===== src/rtl/ppu_pkg.sv =====
// rtl/ppu_pkg.sv - shared types and constants for the PPU sprite DMA
package ppu_pkg;

    localparam logic [15:0] OAM_DMA_REG     = 16'h4014;
    localparam int          DMA_LEN_DEFAULT = 256;

    typedef enum logic [2:0] {
        DMA_IDLE,
        DMA_HALT,
        DMA_ALIGN,
        DMA_READ,
        DMA_WRITE
    } dma_state_e;

endpackage


===== src/rtl/oam_dma.sv =====
// rtl/oam_dma.sv - $4014 sprite DMA: halts the CPU and copies one page into OAM
module oam_dma
    import ppu_pkg::*;
#(
    parameter int DMA_LEN = DMA_LEN_DEFAULT
) (
    input  logic        clk,
    input  logic        rst_n,
    input  logic        cpu_ce,
    input  logic        reg_wr,
    input  logic [7:0]  reg_din,
    input  logic        stall,
    input  logic [7:0]  bus_din,
    output logic        cpu_halt,
    output logic        bus_rd,
    output logic [15:0] bus_addr,
    output logic [7:0]  oam_data_o,
    output logic        oam_data_wr
);

    localparam logic [7:0] LAST_INDEX = 8'(DMA_LEN - 1);

    dma_state_e  state_q, state_d;
    logic        put_q, put_d;
    logic [7:0]  page_q, page_d;
    logic [7:0]  index_q, index_d;
    logic [7:0]  oam_data_q, oam_data_d;
    logic        oam_wr_q, oam_wr_d;
    logic        cpu_halt_q, cpu_halt_d;
    logic        bus_rd_q, bus_rd_d;
    logic [15:0] bus_addr_q, bus_addr_d;

    always_comb begin
        state_d    = state_q;
        put_d      = put_q ^ cpu_ce;
        page_d     = page_q;
        index_d    = index_q;
        oam_data_d = oam_data_q;
        oam_wr_d   = 1'b0;

        case (state_q)
            DMA_IDLE: begin
                // Entry does not wait for cpu_ce; the HALT cycle is the next CPU cycle.
                if (reg_wr) begin
                    page_d  = reg_din;
                    index_d = 8'h00;
                    state_d = DMA_HALT;
                end
            end
            DMA_HALT: begin
                if (cpu_ce) begin
                    state_d = put_q ? DMA_READ : DMA_ALIGN;
                end
            end
            DMA_ALIGN: begin
                if (cpu_ce && put_q) begin
                    state_d = DMA_READ;
                end
            end
            DMA_READ: begin
                if (cpu_ce) begin
                    if (stall) begin
                        state_d = DMA_ALIGN;
                    end else begin
                        oam_data_d = bus_din;
                        state_d    = DMA_WRITE;
                    end
                end
            end
            DMA_WRITE: begin
                if (cpu_ce) begin
                    oam_wr_d = 1'b1;
                    index_d  = index_q + 8'd1;
                    state_d  = (index_q == LAST_INDEX) ? DMA_IDLE : DMA_READ;
                end
            end
            default: begin
                state_d = DMA_IDLE;
            end
        endcase

        // Outputs are derived from the next state so they flip on the same edge as the FSM.
        cpu_halt_d = (state_d != DMA_IDLE);
        bus_rd_d   = (state_d == DMA_READ);
        bus_addr_d = {page_d, index_d};
    end

    always_ff @(posedge clk or negedge rst_n) begin
        if (!rst_n) begin
            state_q    <= DMA_IDLE;
            put_q      <= 1'b0;
            page_q     <= 8'h00;
            index_q    <= 8'h00;
            oam_data_q <= 8'h00;
            oam_wr_q   <= 1'b0;
            cpu_halt_q <= 1'b0;
            bus_rd_q   <= 1'b0;
            bus_addr_q <= 16'h0000;
        end else begin
            state_q    <= state_d;
            put_q      <= put_d;
            page_q     <= page_d;
            index_q    <= index_d;
            oam_data_q <= oam_data_d;
            oam_wr_q   <= oam_wr_d;
            cpu_halt_q <= cpu_halt_d;
            bus_rd_q   <= bus_rd_d;
            bus_addr_q <= bus_addr_d;
        end
    end

    assign cpu_halt    = cpu_halt_q;
    assign bus_rd      = bus_rd_q;
    assign bus_addr    = bus_addr_q;
    assign oam_data_o  = oam_data_q;
    assign oam_data_wr = oam_wr_q;

endmodule

===== config.mk =====
export PLATFORM = sky130hd
export DESIGN_NAME = oam_dma
export DESIGN_NICKNAME = d
export VERILOG_FILES = /design/src/rtl/ppu_pkg.sv /design/src/rtl/oam_dma.sv
export SDC_FILE = /design/constraint.sdc
export NUM_CORES = 1
export LEC_CHECK = 0
export BUFFER_PORTS_ARGS = -buffer_cell sky130_fd_sc_hd__clkbuf_2
export CAP_MARGIN = 5
export CORE_MARGIN = 2
export CORE_UTILIZATION = 40
export DETAILED_ROUTE_END_ITERATION = 8
export HOLD_SLACK_MARGIN = 0.06
export PLACE_DENSITY = 0.66
export SLEW_MARGIN = 15
export SYNTH_ARGS = -nofsm -noshare
export SYNTH_HDL_FRONTEND = slang
export SYNTH_SLANG_ARGS = --single-unit

===== constraint.sdc =====
create_clock -name clk -period 2.05 [get_ports clk]
set_clock_uncertainty 0.1 [all_clocks]
set_input_delay 0.1025 -clock clk [delete_from_list [all_inputs] [get_ports clk]]
set_output_delay 0.1025 -clock clk [all_outputs]
set_load 0.005 [all_outputs]

# After elaboration in Yosys (flattened, before gate mapping)
# Index checks and enable logic that the tools add are counted.
# totals
output_inout_bits	27
input_bits	21
elab_cells	38
reg_bits	47
# classes
mux	16
eq_ne	6
bitwise_logic	2
n_reduce_logical	4
n_addsub	1
# op_table
operator	n
$mux W8	4
$mux W3	6
$pmux W8 S2	1
$pmux W3 S5	1
$eq A3 B2 Y1 const B	3
$add A8 B1 Y8 const B	1
$eq A8 B8 Y1 const B	1
$eq A3 B1 Y1 const B	1
$eq A3 B3 Y1 const B	1
$logic_not A3 Y1	1
$mux W1	3
$reduce_and A3 Y1	1
$reduce_bool A3 Y1	1
$mux W2	1
$logic_and A1 B1 Y1	1
$not A1 Y1	1
$xor A1 B1 Y1	1

# Logic depth before layout (Yosys ltp)
# depth
word_depth	5
depth_mapped	5

# Least setup slack after synthesis
# No wires, ideal clock.
# synth_timing
kind	register to register
startpoint	register state_q[2]
endpoint	register bus_addr_q[5] (netlist: bus_addr[5])
setup_slack_ns	0.539
stages_incl_launch_ff	6
n_path_buf	2
arrival_ns	1.284
required_time_ns	1.823
path_cell_list	dfrtp_1 buf_6 or4b_4 buf_6 nand2_1 mux2i_1
# synth_between
elab_chain_cells	2
elab_cells_between_ends	3
cone_classes	1 x eq/ne; 1 x mux; 1 x reduce/logical
# synth_lines
element	line_no	source
from (decl)	oam_dma.sv:23	dma_state_e state_q, state_d;
from (signal assigned)	oam_dma.sv:100	state_q <= state_d;
$eq A3 B3 Y1 / $logic_not A3 Y1 (equally long branches)	oam_dma.sv:41	case (state_q)
$pmux W8 S2 *	oam_dma.sv:41	
to (signal assigned)	oam_dma.sv:108	bus_addr_q <= bus_addr_d;
to (decl)	oam_dma.sv:31	logic [15:0] bus_addr_q, bus_addr_d;
# Mark *: on every way between the ends. The rest lies on a longest branch, timed or not.
# A chain may end at the register's enable or synchronous reset.

# Worst setup path after layout
# layout_timing
startpoint	register state_q[0]
endpoint	register oam_data_q[6] (netlist: oam_data_o[6])
# layout_between
elab_chain_cells	2
# layout_lines
element	line_no	source
$eq A3 B2 Y1	oam_dma.sv:41	
$reduce_and A3 Y1 (no source line)	-	
to (signal assigned)	oam_dma.sv:104	oam_data_q <= oam_data_d;
to (decl)	oam_dma.sv:27	logic [7:0] oam_data_q, oam_data_d;
# Every way passes these cells.

==> reports/results.txt <==
Status = finished, final reports clean
Initial drt markers = 23
Sequential area share after synthesis = 56.0%
Postcts setup bufs = 0
R2R Path Start = state_q[0]
Clk root buf = clkbuf_4
Synth top area share = 56.0%
Worst hold path type = in2reg
Final worst-path cycle share = 82.7%
Post-Route Utilization = 56.6%
Min Clock Period, post-route = 1.70 ns
Max IR drop VDD = 0.405 mV
Final worst slack = 0.354 ns
Fin. max-slew vios = 0
CP max FO = 11
Number of global-route vias before repair = 1157
CP max stage delay = 0.60 ns
Internal power = 0.00138 W
Drt pass-1 iters = 4
Share of power burned in registers = 49.0%
Die area = 0.00395 mm²
Total GRT Usage = 16.5%
Clk sinks = 31
Cells after synthesis = 119
Cts repair resizes = 0
Comb power frac = 31.4%
# port buffers = 47
CP cell instances = nand4b_1, nor2_4, mux2_2
Overflow after GRT = 0
MaxCap Viol Count = 0
Delay-heaviest family, CP = flip-flops
CTS Buf Count = 5
Initial antenna violation count = 0
Pleak = 0.983 nW
Setup CP Type = reg2reg
Core Area = 0.00334 mm²
Yosys warnings = 0
Fmax = 590 MHz
Final setup TNS = 0 ns
Hold Vio Cnt, Final = 0
Row Count = 21
Crit. End Element = flop
Hold_ws = 0.101 ns
Hold Path Origin = reg_wr
Mapped Avg Cell Area = 11.6 µm²
CP arrival = 1.81 ns
Hold-fix buffer count after cts = 18
Clock latency on the worst-skew pair = 0.33 ns
NetSw = 0.000661 W
DR WL/cell = 12.5 µm
Cell Area, Synth = 0.00139 mm²
Layout area overhead = 36.4%
N_diodes = 0
Post-detailed-route count of antenna-violating nets = 0
CP Buf/Inv Count = 0
Pwr dens = 1080 mW/mm²
CTS tree = built
H-tree depth = 2
Vias/cell = 4.86
Initial Util = 41.5%
Top Ports = 48
Synthesized Nets = 142
Post-synth top area cell = dfrtp_1
DRC = 0
Fin nets = 210
Via count = 1138
First-pass GRT wire length = 5060 µm
Worst Setup SP = state_q[0]
Post-place setup slack = 0.381 ns
Synth Register Bits = 31
Detailed Place HPWL = 2020 µm
RSZ-0062 raised after global routing = false
Finish-stage setup viols = 0
Post-synthesis cell type count = 34
Chip Width = 62.8 µm
Worst slew margin = 51.2%
Layout cells sized above 1 = 37.2%
Clock power frac = 19.7%
Slowest stage cell, crit path = dfrtp_1
Most area-consuming cells after synthesis = dfrtp_1 (56%), nand2_1 (8.4%), mux2_2 (7.3%)
WP data required = 2.17 ns
Routability congestion estimate = 0.775
Sw frac = 32.4%
Die Height = 62.8 µm
Clk buf depth = 2
Post-Route WL = 2930 µm
Worst-Margin Slew = 0.732 ns
CP Launch Type = flop
CTS clk-pin slew, worst paths = 0.09 ns
Largest net degree at the start of global routing = 32
## power groups by stage
stage / Clock (W) / Combinational [W] / Sequential (W)
after global routing: 0.000442 / 0.000727 / 0.00103
final: 0.000401 / 0.000639 / 0.000998
after global placement: 0 / 0.000608 / 0.000995
after detailed placement: 0 / 0.000622 / 0.00101
after floorplan: 0 / 0.000425 / 0.000948
after CTS: 0.000410 / 0.000651 / 0.000999
## cell type report
type | instances | area (µm²)
sequential | 31 | 776
clock buffer | 8 | 68.8
inverter | 1 | 3.75
timing repair buffer | 66 | 423
multi-input combinational | 82 | 561
tap | 46 | 57.6
fill | 295 | 1450
## through the flow
step / total power (W) / instance area (µm²) / cells
global placement: 0.00160 / 1640 / 208
floorplan: 0.00137 / 1390 / 119
CTS: 0.00206 / 1890 / 234
detailed placement: 0.00163 / 1640 / 208
global route: 0.00220 / 1890 / 234
finish: 0.00204 / 1890 / 234
## path summary, 6_finish.rpt
kind	depth (start not counted)	to	slack (ns)
max	3	oam_data_o[6]	0.35
min	3	state_q[0]	0.10
max reg2reg	3	oam_data_o[6]	0.35
min reg2reg	1	put_q	0.38
max in group asynchronous	2	bus_addr[13]	1.12
min in group asynchronous	2	oam_data_wr	0.26
## cells in the final DEF, fill, tap and decap left out, drive strengths merged, types with 2 or more instances in the layout
cell type | Yosys | final
nor2 | 4 | 4
clkbuf | 0 | 55
o21ai | 4 | 4
nand2 | 31 | 31
ha | 2 | 2
dfrtp | 31 | 31
nor4b | 2 | 2
nand4 | 5 | 5
mux2 | 9 | 9
nand3 | 2 | 2
dlygate4sd3 | 0 | 18
mux2i | 5 | 5
## synthesized netlist by cell type, drive strengths merged
library cell	n
nor2b	1
xor2	1
dfrtp	31
o2bb2ai	1
nor2	4
and4	1
mux2i	5
a21o	1
nand3	2
nor3	1
o211a	1
mux2	9
inv	1
a221oi	1
nor4b	2
and3	1
and4bb	1
nand4	5
o21ai	4
a221o	1
buf	5
a21oi	1
nand2	31
nand4b	1
nor4	1
or4b	1
a22o	1
o211ai	1
ha	2
or2	1
## cells by family (layout without fill, tap and decap cells)
kind of cell | Yosys count | count (layout) | share of synthesized area, %
fa+ha+maj | 2 | 2 | 1.81
mux | 14 | 14 | 10.9
compound gates | 12 | 12 | 6.23
buf+inv | 6 | 75 | 3.52
xor+xnor | 1 | 1 | 0.632
flops | 31 | 31 | 56.0
simple gates | 53 | 53 | 20.9
## worst reg2reg max path: cells and delay by family, from the launching register on
| family | cells | cell delay [ns] |
|---|---|---|
| and+or+nand+nor | 2 | 0.52 |
| muxes | 1 | 0.37 |
| DFF | 1 | 0.60 |
## sequential cells by signal, summed over array words and instances, names as in the netlist
register	flops
state_q	3
cpu_halt	1
bus_addr	16
put_q	1
bus_rd	1
oam_data_wr	1
oam_data_o	8
## layer usage
layer | vias up | part of all wire (%) | global-route usage, %
met5 | - | 0 | 0
met4 | 0 | 2.0 | 8.89
met3 | 7 | 5.1 | 5.41
met2 | 33 | 50 | 27.4
met1 | 540 | 42 | 18.9
li1 | 558 | - | -
(Power assumes the default switching activity.)
